--- src/rtl/mc_ctrl_pkg.sv ---
// Shared constants for the multi-cycle control FSM: opcodes, state codes and
// the datapath select encodings.
package mc_ctrl_pkg;

    localparam logic [5:0] OpR    = 6'b000000;
    localparam logic [5:0] OpLw   = 6'b100011;
    localparam logic [5:0] OpSw   = 6'b101011;
    localparam logic [5:0] OpBeq  = 6'b000100;
    localparam logic [5:0] OpAddi = 6'b001000;
    localparam logic [5:0] OpJ    = 6'b000010;

    typedef enum logic [3:0] {
        StFetch    = 4'd0,
        StDecode   = 4'd1,
        StMemAddr  = 4'd2,
        StMemRead  = 4'd3,
        StMemWb    = 4'd4,
        StMemWrite = 4'd5,
        StExec     = 4'd6,
        StRWb      = 4'd7,
        StBranch   = 4'd8,
        StJump     = 4'd9,
        StIExec    = 4'd10,
        StIWb      = 4'd11
    } state_e;

    localparam logic [1:0] AluAdd   = 2'b00;
    localparam logic [1:0] AluSub   = 2'b01;
    localparam logic [1:0] AluFunct = 2'b10;

    localparam logic [1:0] SrcBReg   = 2'b00;
    localparam logic [1:0] SrcBFour  = 2'b01;
    localparam logic [1:0] SrcBImm   = 2'b10;
    localparam logic [1:0] SrcBImmSh = 2'b11;

    localparam logic [1:0] PcSrcAlu    = 2'b00;
    localparam logic [1:0] PcSrcAluOut = 2'b01;
    localparam logic [1:0] PcSrcJump   = 2'b10;

endpackage

--- src/rtl/mc_ctrl_decode.sv ---
// Combinational control-word decoder: current state plus opcode and status
// inputs give the datapath controls, the next state and the retire strobe.
module mc_ctrl_decode
    import mc_ctrl_pkg::*;
(
    input  logic [3:0] state,
    input  logic [5:0] op,
    input  logic       zero,
    input  logic       mem_ready,
    output logic [3:0] next_state,
    output logic       retire,
    output logic       pc_ce,
    output logic       ir_ce,
    output logic       mdr_ce,
    output logic       ab_ce,
    output logic       aluout_ce,
    output logic       iord,
    output logic       mem_read,
    output logic       mem_write,
    output logic       mem_to_reg,
    output logic       reg_dst,
    output logic       reg_write,
    output logic       alu_src_a,
    output logic [1:0] alu_src_b,
    output logic [1:0] alu_op,
    output logic [1:0] pc_source,
    output logic       illegal_op
);

    always_comb begin
        next_state = StFetch;
        retire     = 1'b0;
        pc_ce      = 1'b0;
        ir_ce      = 1'b0;
        mdr_ce     = 1'b0;
        ab_ce      = 1'b0;
        aluout_ce  = 1'b0;
        iord       = 1'b0;
        mem_read   = 1'b0;
        mem_write  = 1'b0;
        mem_to_reg = 1'b0;
        reg_dst    = 1'b0;
        reg_write  = 1'b0;
        alu_src_a  = 1'b0;
        alu_src_b  = SrcBReg;
        alu_op     = AluAdd;
        pc_source  = PcSrcAlu;
        illegal_op = 1'b0;

        case (state)
            StFetch: begin
                mem_read   = 1'b1;
                alu_src_b  = SrcBFour;
                ir_ce      = mem_ready;
                pc_ce      = mem_ready;
                next_state = mem_ready ? StDecode : StFetch;
            end
            StDecode: begin
                // ALUOut captures PC + (imm << 2) as the speculative branch target.
                ab_ce     = 1'b1;
                aluout_ce = 1'b1;
                alu_src_b = SrcBImmSh;
                case (op)
                    OpLw, OpSw: next_state = StMemAddr;
                    OpR:        next_state = StExec;
                    OpBeq:      next_state = StBranch;
                    OpJ:        next_state = StJump;
                    OpAddi:     next_state = StIExec;
                    default: begin
                        illegal_op = 1'b1;
                        next_state = StFetch;
                    end
                endcase
            end
            StMemAddr: begin
                alu_src_a  = 1'b1;
                alu_src_b  = SrcBImm;
                aluout_ce  = 1'b1;
                next_state = (op == OpSw) ? StMemWrite : StMemRead;
            end
            StMemRead: begin
                mem_read   = 1'b1;
                iord       = 1'b1;
                mdr_ce     = mem_ready;
                next_state = mem_ready ? StMemWb : StMemRead;
            end
            StMemWb: begin
                reg_write  = 1'b1;
                mem_to_reg = 1'b1;
                retire     = 1'b1;
            end
            StMemWrite: begin
                mem_write  = 1'b1;
                iord       = 1'b1;
                retire     = mem_ready;
                next_state = mem_ready ? StFetch : StMemWrite;
            end
            StExec: begin
                alu_src_a  = 1'b1;
                alu_op     = AluFunct;
                aluout_ce  = 1'b1;
                next_state = StRWb;
            end
            StRWb: begin
                reg_write = 1'b1;
                reg_dst   = 1'b1;
                retire    = 1'b1;
            end
            StBranch: begin
                alu_src_a = 1'b1;
                alu_op    = AluSub;
                pc_source = PcSrcAluOut;
                pc_ce     = zero;
                retire    = 1'b1;
            end
            StJump: begin
                pc_source = PcSrcJump;
                pc_ce     = 1'b1;
                retire    = 1'b1;
            end
            StIExec: begin
                alu_src_a  = 1'b1;
                alu_src_b  = SrcBImm;
                aluout_ce  = 1'b1;
                next_state = StIWb;
            end
            StIWb: begin
                reg_write = 1'b1;
                retire    = 1'b1;
            end
            default: ;
        endcase
    end

endmodule

--- src/rtl/multi_cycle_ctrl.sv ---
// Main control FSM for the multi-cycle datapath: holds the state register and
// retired-instruction counter, and masks all enables and strobes during reset.
module multi_cycle_ctrl
    import mc_ctrl_pkg::*;
(
    input  logic        clk,
    input  logic        rst,
    input  logic [5:0]  op,
    input  logic        zero,
    input  logic        mem_ready,
    output logic        pc_ce,
    output logic        ir_ce,
    output logic        mdr_ce,
    output logic        ab_ce,
    output logic        aluout_ce,
    output logic        iord,
    output logic        mem_read,
    output logic        mem_write,
    output logic        mem_to_reg,
    output logic        reg_dst,
    output logic        reg_write,
    output logic        alu_src_a,
    output logic [1:0]  alu_src_b,
    output logic [1:0]  alu_op,
    output logic [1:0]  pc_source,
    output logic        illegal_op,
    output logic [31:0] instr_cnt,
    output logic [3:0]  state
);

    logic [3:0]  state_q;
    logic [3:0]  state_d;
    logic [31:0] instr_cnt_q;
    logic        retire;
    logic        dec_pc_ce;
    logic        dec_ir_ce;
    logic        dec_mdr_ce;
    logic        dec_ab_ce;
    logic        dec_aluout_ce;
    logic        dec_mem_read;
    logic        dec_mem_write;
    logic        dec_reg_write;
    logic        dec_illegal_op;

    mc_ctrl_decode u_decode (
        .state      (state_q),
        .op         (op),
        .zero       (zero),
        .mem_ready  (mem_ready),
        .next_state (state_d),
        .retire     (retire),
        .pc_ce      (dec_pc_ce),
        .ir_ce      (dec_ir_ce),
        .mdr_ce     (dec_mdr_ce),
        .ab_ce      (dec_ab_ce),
        .aluout_ce  (dec_aluout_ce),
        .iord       (iord),
        .mem_read   (dec_mem_read),
        .mem_write  (dec_mem_write),
        .mem_to_reg (mem_to_reg),
        .reg_dst    (reg_dst),
        .reg_write  (dec_reg_write),
        .alu_src_a  (alu_src_a),
        .alu_src_b  (alu_src_b),
        .alu_op     (alu_op),
        .pc_source  (pc_source),
        .illegal_op (dec_illegal_op)
    );

    always_ff @(posedge clk) begin
        if (rst) begin
            state_q     <= StFetch;
            instr_cnt_q <= 32'd0;
        end else begin
            state_q <= state_d;
            if (retire) begin
                instr_cnt_q <= instr_cnt_q + 32'd1;
            end
        end
    end

    // Reset masks anything that could disturb datapath or memory state.
    assign pc_ce      = dec_pc_ce      & ~rst;
    assign ir_ce      = dec_ir_ce      & ~rst;
    assign mdr_ce     = dec_mdr_ce     & ~rst;
    assign ab_ce      = dec_ab_ce      & ~rst;
    assign aluout_ce  = dec_aluout_ce  & ~rst;
    assign mem_read   = dec_mem_read   & ~rst;
    assign mem_write  = dec_mem_write  & ~rst;
    assign reg_write  = dec_reg_write  & ~rst;
    assign illegal_op = dec_illegal_op & ~rst;

    assign instr_cnt = instr_cnt_q;
    assign state     = state_q;

endmodule

--- config.mk ---
export PLATFORM = sky130hd
export DESIGN_NAME = multi_cycle_ctrl
export DESIGN_NICKNAME = d
export VERILOG_FILES = /design/src/rtl/mc_ctrl_pkg.sv /design/src/rtl/mc_ctrl_decode.sv /design/src/rtl/multi_cycle_ctrl.sv
export SDC_FILE = /design/constraint.sdc
export NUM_CORES = 1
export LEC_CHECK = 0
export ABC_CLOCK_PERIOD_IN_PS = 1550
export BUFFER_PORTS_ARGS = -buffer_cell sky130_fd_sc_hd__buf_2
export CAP_MARGIN = 20
export CORE_UTILIZATION = 49
export CTS_BUF_LIST = sky130_fd_sc_hd__clkbuf_8
export DETAILED_ROUTE_END_ITERATION = 10
export MAX_ROUTING_LAYER = met4
export PLACE_DENSITY = 0.79
export SLEW_MARGIN = 20
export SYNTH_ARGS = -nofsm -noshare
export SYNTH_HDL_FRONTEND = slang
export SYNTH_SLANG_ARGS = --single-unit
--- constraint.sdc ---
create_clock -name clk -period 1.55 [get_ports clk]
set_clock_uncertainty 0.05 [all_clocks]
set_input_delay 0.155 -clock clk [delete_from_list [all_inputs] [get_ports clk]]
set_output_delay 0.155 -clock clk [all_outputs]
set_load 0.02 [all_outputs]
==> results.rst, run 1 <==
.. list-table::
   :header-rows: 1

   * - Metric
     - Value
   * - IO Pins
     - 65
   * - Stop err
     - [ERROR GRT-0232] Routing congestion too high. Check the congestion heatmap in the GUI.
   * - Count of different cell masters after synthesis
     - 45
   * - Sequential-to-total area share from yosys stat
     - 31.27%
   * - Clk sinks
     - 36
   * - H-Tree Level Count
     - 2
   * - Async SR Flop Fraction
     - 0%
   * - Simple-gate share of the synthesized area
     - 35.83%
   * - Post-synthesis net count
     - 300
   * - Synth Cell Area
     - 0.002305 mm^2
   * - Compound-cell area share of the yosys netlist
     - 20.36%
   * - Initial core utilization
     - 51.86%
   * - Combinational family with the most area after synthesis
     - simple AND/OR/NAND/NOR gates
   * - Number of placed instances with taps included
     - 446
   * - Synth top area share
     - 31.27%
   * - Clock Path Buffers
     - 2
   * - Number of placement rows
     - 24
   * - Last stage reached
     - global routing
   * - Worst endpoint type
     - top-level output
   * - Status
     - stopped before the end
   * - Dominant cells by area after synthesis
     - sky130_fd_sc_hd__dfxtp_1 (31%), sky130_fd_sc_hd__a21oi_1 (6.9%), sky130_fd_sc_hd__o31ai_1 (6.2%), sky130_fd_sc_hd__or4_1 (6.2%), sky130_fd_sc_hd__nor2_1 (3.7%)
   * - Mux share of post-synthesis cell area
     - 3.855%
   * - Number of storage elements in the synthesis netlist
     - 36
   * - Grt total ovfl
     - between 300 and 400
   * - Number of flops mapped to enable cells by yosys
     - 0
   * - Pin count of the biggest net entering global routing
     - 40
   * - Leading area contributor after synthesis
     - sky130_fd_sc_hd__dfxtp_1
   * - Xor/xnor share of the synthesized area
     - 1.140%
   * - Most used flip-flop cell after synthesis
     - sky130_fd_sc_hd__dfxtp_1
   * - Total global routing track utilization
     - 94.06%
   * - Die Span X
     - 70.58 um
   * - Final GP Congestion
     - 0.8395
   * - CTS root buf
     - sky130_fd_sc_hd__clkbuf_8
   * - Post-synthesis cell count
     - ~290
   * - Count of input and output buffers
     - 64
   * - Worst endpoint, post-GRT repair
     - ir_ce
   * - Total half-perimeter wirelength after legalization and detailed placement
     - ~5000 um
   * - Die span in y
     - 70.58 um
   * - Count of hold-fix buffers inserted at cts
     - 0
   * - Count of yosys warnings during synthesis
     - 0
   * - Adder-Cell Fraction of Synth Area
     - 0.5429%
   * - Cell area after placement
     - about 0.0032 mm^2
   * - Average cell area after synthesis
     - 7.975 um^2
   * - Number of buffers inserted during clock tree synthesis
     - 5
## metrics by stage
step	TNS [ns]	util, %	setup WS (ns)
detailed placement	-3.868	72.18	-0.2211
CTS	-6.475	88.46	-0.2597
floorplan	-3.990	-	-0.1974
global placement	-2.629	72.18	-0.1804
## metal layers
| metal | overflow | GRT usage, % |
|---|---|---|
| met1 | 5 | 86.05 |
| met2 | 207 | 119.7 |
| met3 | 1 | 62.68 |
| met4 | 92 | 110.0 |
| met5 | - | - |
## Yosys cell counts, types with 5 or more instances
master,count
sky130_fd_sc_hd__a21oi_1,32
sky130_fd_sc_hd__dfxtp_1,36
sky130_fd_sc_hd__or3_1,6
sky130_fd_sc_hd__and4_1,8
sky130_fd_sc_hd__nand2_1,13
sky130_fd_sc_hd__nand3_1,17
sky130_fd_sc_hd__clkbuf_1,11
sky130_fd_sc_hd__nor2_1,23
sky130_fd_sc_hd__nor3_1,8
sky130_fd_sc_hd__nand4_1,8
sky130_fd_sc_hd__mux2_2,7
sky130_fd_sc_hd__o31ai_1,19
sky130_fd_sc_hd__nor2b_1,10
sky130_fd_sc_hd__buf_4,7
sky130_fd_sc_hd__or4_1,19
sky130_fd_sc_hd__inv_1,5
sky130_fd_sc_hd__o21ai_0,11
sky130_fd_sc_hd__nor4_1,9
## logic make-up after synthesis
| family | Yosys count |
|---|---|
| buffers and inverters | 29 |
| XOR/XNOR | 3 |
| flip-flops | 36 |
| multiplexers | 8 |
| AO/OA/AOI/OAI | 75 |
| AND/OR/NAND/NOR | 137 |
| adder cells (fa/ha/maj) | 1 |
## what timing repair did
action                                 CTS
gates resized for setup                 91
setup endpoints to repair               48
endpoints found under the hold margin    0
cloned                                   3
setup buffers                           29
pin swaps                               32
==> inputs of run 2 (changes only) <==
--- a/config.mk
+++ b/config.mk
@@ -5,14 +5,12 @@
 export SDC_FILE = /design/constraint.sdc
 export NUM_CORES = 1
 export LEC_CHECK = 0
-export ABC_CLOCK_PERIOD_IN_PS = 1550
+export ABC_CLOCK_PERIOD_IN_PS = 2000
 export BUFFER_PORTS_ARGS = -buffer_cell sky130_fd_sc_hd__buf_2
 export CAP_MARGIN = 20
-export CORE_UTILIZATION = 49
-export CTS_BUF_LIST = sky130_fd_sc_hd__clkbuf_8
+export CORE_UTILIZATION = 40
 export DETAILED_ROUTE_END_ITERATION = 10
-export MAX_ROUTING_LAYER = met4
-export PLACE_DENSITY = 0.79
+export PLACE_DENSITY_LB_ADDON = 0.15
 export SLEW_MARGIN = 20
 export SYNTH_ARGS = -nofsm -noshare
 export SYNTH_HDL_FRONTEND = slang
==> constraint.sdc (replaced) <==
create_clock -name clk -period 2 [get_ports clk]
set_clock_uncertainty 0.05 [all_clocks]
set_input_delay 0.2 -clock clk [delete_from_list [all_inputs] [get_ports clk]]
set_output_delay 0.2 -clock clk [all_outputs]
set_load 0.02 [all_outputs]
==> results.rst, run 2 <==
.. list-table::
   :header-rows: 1

   * - Metric
     - Value
   * - Number of flops mapped to enable cells by yosys
     - 0 (unchanged)
   * - Layout fillers
     - 555
   * - Status
     - finished clean
   * - Synth top area share
     - 31.27% (unchanged)
   * - Most frequent cell after synthesis
     - sky130_fd_sc_hd__dfxtp_1
   * - Max frequency
     - 525.1 MHz
   * - Worst setup SP type
     - flip-flop
   * - H-Tree Level Count
     - 2 (unchanged)
   * - Hold_ws
     - 0.2265 ns
   * - Number of antenna repair diodes
     - 0
   * - Top library cells by usage in the layout, fill and taps aside
     - sky130_fd_sc_hd__buf_2 (63), sky130_fd_sc_hd__dfxtp_1 (36), sky130_fd_sc_hd__a21oi_1 (32), sky130_fd_sc_hd__buf_4 (25), sky130_fd_sc_hd__nor2_1 (23)
   * - Post-layout util
     - a little over half
   * - Count of different cell masters after synthesis
     - 45 (unchanged)
   * - Minimum period implied by the final worst setup slack
     - 1.905 ns
   * - Flip-flop count of the largest register after layout
     - 32
   * - Category of the worst setup path capture point
     - flip-flop
   * - Cell-internal power
     - 1.037 mW
   * - Setup violations, final
     - 0
   * - Final period utilization
     - 95.23%
   * - Net switching component of the power
     - 0.3406 mW
   * - Portion of total power attributed to the clock network
     - 38.7%
   * - Number of buffers inserted during clock tree synthesis
     - 5 (unchanged)
   * - Die span in y
     - 77.91 um (+10%)
   * - Initial core utilization
     - 41.60% (-10 points)
   * - Clock Path Buffers
     - 2 (unchanged)
   * - Reg2Reg Launch Point
     - instr_cnt[6]
   * - Synth Cell Area
     - 0.002305 mm^2 (unchanged)
   * - Pin count of the biggest net entering global routing
     - 40
   * - Antenna violations before repair
     - 0
   * - Die Span X
     - 77.91 um (+10%)
   * - Gate power share
     - ~9%
   * - Area of the core
     - 0.005540 mm^2
   * - Final GP Congestion
     - 0.7991 (-4.8%)
   * - Clock tree from TritonCTS
     - done
   * - Leading area contributor after synthesis
     - sky130_fd_sc_hd__dfxtp_1
   * - Die ar.
     - 0.006069 mm^2
   * - DR iter-0 viols
     - between 100 and 150
   * - Number of placed instances with taps included
     - 426 (-4.5%)
   * - IO Pins
     - 65 (unchanged)
   * - Maximum fanout count along the critical path
     - 6
   * - Post-route cell area
     - between 0.002 and 0.003 mm^2
   * - Total half-perimeter wirelength after legalization and detailed placement
     - 4421 um (-13%)
   * - Post-synthesis cell count
     - 289 (unchanged)
   * - Most used flip-flop cell after synthesis
     - sky130_fd_sc_hd__dfxtp_1
   * - Count of yosys warnings during synthesis
     - 0 (unchanged)
   * - Cell depth of the worst flop-to-flop path
     - 5
   * - Cell area after placement
     - 0.002778 mm^2 (-13%)
   * - Final Slew Violations
     - 0
   * - Static Leak
     - 1.177 nW
   * - Number of cells on the worst hold path
     - 4
   * - Remaining max-slew budget at the tightest pin
     - 72.13%
   * - Crit path required time
     - around 2.1 ns
   * - Clk sinks
     - 36 (unchanged)
   * - Leading post-synthesis cells by instance count
     - sky130_fd_sc_hd__dfxtp_1 (36), sky130_fd_sc_hd__a21oi_1 (32), sky130_fd_sc_hd__nor2_1 (23), sky130_fd_sc_hd__o31ai_1 (19), sky130_fd_sc_hd__or4_1 (19)
   * - Number of placement rows
     - 27 (+13%)
   * - CTS root buf
     - sky130_fd_sc_hd__clkbuf_8
   * - Number of storage elements in the synthesis netlist
     - 36 (unchanged)
   * - Vias in the first global route
     - roughly 2200
   * - Flop pwr share
     - 52.2%
   * - Maximum Capacitance Violations
     - 0
   * - Number of endpoints with negative hold slack in the final report
     - 0
   * - Count of hold-fix buffers inserted at cts
     - 0 (unchanged)
   * - Met2 wire length
     - 2840 um
   * - Grt total ovfl
     - 0
   * - Post-route antenna net violation count
     - 0
   * - Sum of negative setup slack
     - 0 ns
   * - Layout net count
     - 372
   * - Post-synthesis to final-layout area growth
     - 25.57%
   * - Worst Tran Pin Value
     - roughly 0.42 ns
   * - Length of the first detailed-routing pass in iterations
     - 4
   * - Clock network latency to the later pin of the worst-skew pair
     - 0.28 ns
   * - Dominant cells by area after synthesis
     - sky130_fd_sc_hd__dfxtp_1 (31%), sky130_fd_sc_hd__a21oi_1 (6.9%), sky130_fd_sc_hd__o31ai_1 (6.2%), sky130_fd_sc_hd__or4_1 (6.2%), sky130_fd_sc_hd__nor2_1 (3.7%)
   * - Average wire per cell in the routed design
     - approximately 14 um
   * - First-pass GRT wire length
     - slightly above 10000 um
   * - Minimum setup slack among reg-to-reg paths
     - 0.1 ns
   * - Sequential-to-total area share from yosys stat
     - 31.27% (unchanged)
   * - Post-synthesis net count
     - 300 (unchanged)
   * - Clock slew seen by the registers of the worst setup and hold paths
     - 0.07 ns
   * - Terminus of the critical flop-to-flop path
     - instr_cnt[26]
   * - Share of final-layout standard cells stronger than drive strength 1
     - 32.32%
   * - IR drop worst, VDD
     - 0.0004541 V
   * - Vias post-DR
     - 2489
   * - Total global routing track utilization
     - about a fifth
   * - Startpoint of the tightest hold check path
     - op[5]
   * - Power Density
     - 476.0 mW/mm^2
   * - Worst Hold Class
     - in -> reg
   * - Number of vias per cell after detailed routing
     - 5.735
   * - Met3 wire len
     - 324 um
   * - DRT met1 WL
     - approximately 3000 um
   * - Crit Path Class
     - reg -> reg
   * - Count of input and output buffers
     - 64 (unchanged)
   * - Uppermost signal routing layer after detailed routing
     - met4
   * - Most common cell after layout, fill and taps aside
     - sky130_fd_sc_hd__buf_2
   * - Layout Cells excl Fill
     - 434
   * - Routed Wire Length
     - slightly above 6000 um
   * - End of the worst hold path
     - state[3]
   * - Net switching share of the total power
     - 24.72%
   * - Async SR Flop Fraction
     - 0% (unchanged)
   * - Average cell area after synthesis
     - 7.975 um^2 (unchanged)
   * - Drc violations
     - 0
   * - Worst EP arrival
     - 2.03 ns
run 2: worst max-delay path by stage:
stage / cells past startpoint / to / startpoint / slack (ns)
6_report: 5 / instr_cnt[26] / instr_cnt[6] / 0.1
2_1_floorplan: 5 / ir_ce / state[2] / 0.08
3_3_place_gp: 5 / instr_cnt[26] / instr_cnt[7] / 0.07
4_1_cts: 5 / ir_ce / state[3] / 0.02
3_5_place_dp: 5 / instr_cnt[26] / instr_cnt[6] / 0.09
5_1_grt: 5 / instr_cnt[28] / instr_cnt[0] / -0.04
run 2: kinds of logic after synthesis:
kind of cell             Yosys count  synth area share (%)
AND/OR/NAND/NOR                  137                 35.83
AO/OA/AOI/OAI                     75                 20.36
flip-flops                        36                 31.27
buffers and inverters             29                 7.003
multiplexers                       8                 3.855
XOR/XNOR                           3                 1.140
adder cells (fa/ha/maj)            1                0.5428
run 2: stage by stage:
stage	power, mW	setup slack (ns)
6_report	1.378	0.09545
5_1_grt	1.440	-0.03847
4_1_cts	1.390	0.02092
3_5_place_dp	0.8563	0.08989
3_3_place_gp	0.8548	0.06530
2_1_floorplan	0.8155	0.07752
run 2: worst max-delay path: stages (launching register included):
cell                      delay [ns]
sky130_fd_sc_hd__dfxtp_1        0.40
sky130_fd_sc_hd__and4_1         0.27
sky130_fd_sc_hd__buf_4          0.16
sky130_fd_sc_hd__nand2_1        0.14
sky130_fd_sc_hd__nor4_1         0.40
sky130_fd_sc_hd__mux2_2         0.37
run 2: timing repair:
| item | in CTS | in global routing |
|---|---|---|
| setup buffers | 0 | 0 |
| pin swaps | 0 | 0 |
| setup endpoints to repair | 1 | 3 |
| resized for setup | 1 | 5 |
run 2: layer usage:
layer  track usage [%]  vias to the layer above
met5                 0                        -
li1                  -                     1244
met4             6.296                        0
met2             34.51                       75
met1             27.25                     1166
met3             3.529                        4
run 2: power by group through the flow:
stage / Clock [mW] / Sequential (mW) / Combinational, mW
after detailed placement: 0 / 0.736 / 0.120
after global placement: 0 / 0.736 / 0.118
after CTS: 0.550 / 0.720 / 0.120
after floorplan: 0 / 0.739 / 0.0769
after global routing: 0.583 / 0.720 / 0.137
final: 0.534 / 0.720 / 0.124
run 2: area by class of cell:
type / count / area (um^2) / area share, %
Clock inverter: 2 / 10.01 / 0.3459
Inverter: 5 / 18.77 / 0.6485
Timing Repair Buffer: 89 / 523.0 / 18.07
Tap cell: 72 / 90.09 / 3.113
Multi-Input combinational cell: 224 / 1449 / 50.06
Sequential cell: 36 / 720.7 / 24.90
Clock buffer: 6 / 82.58 / 2.853
Power figures use the tool's default switching activity.
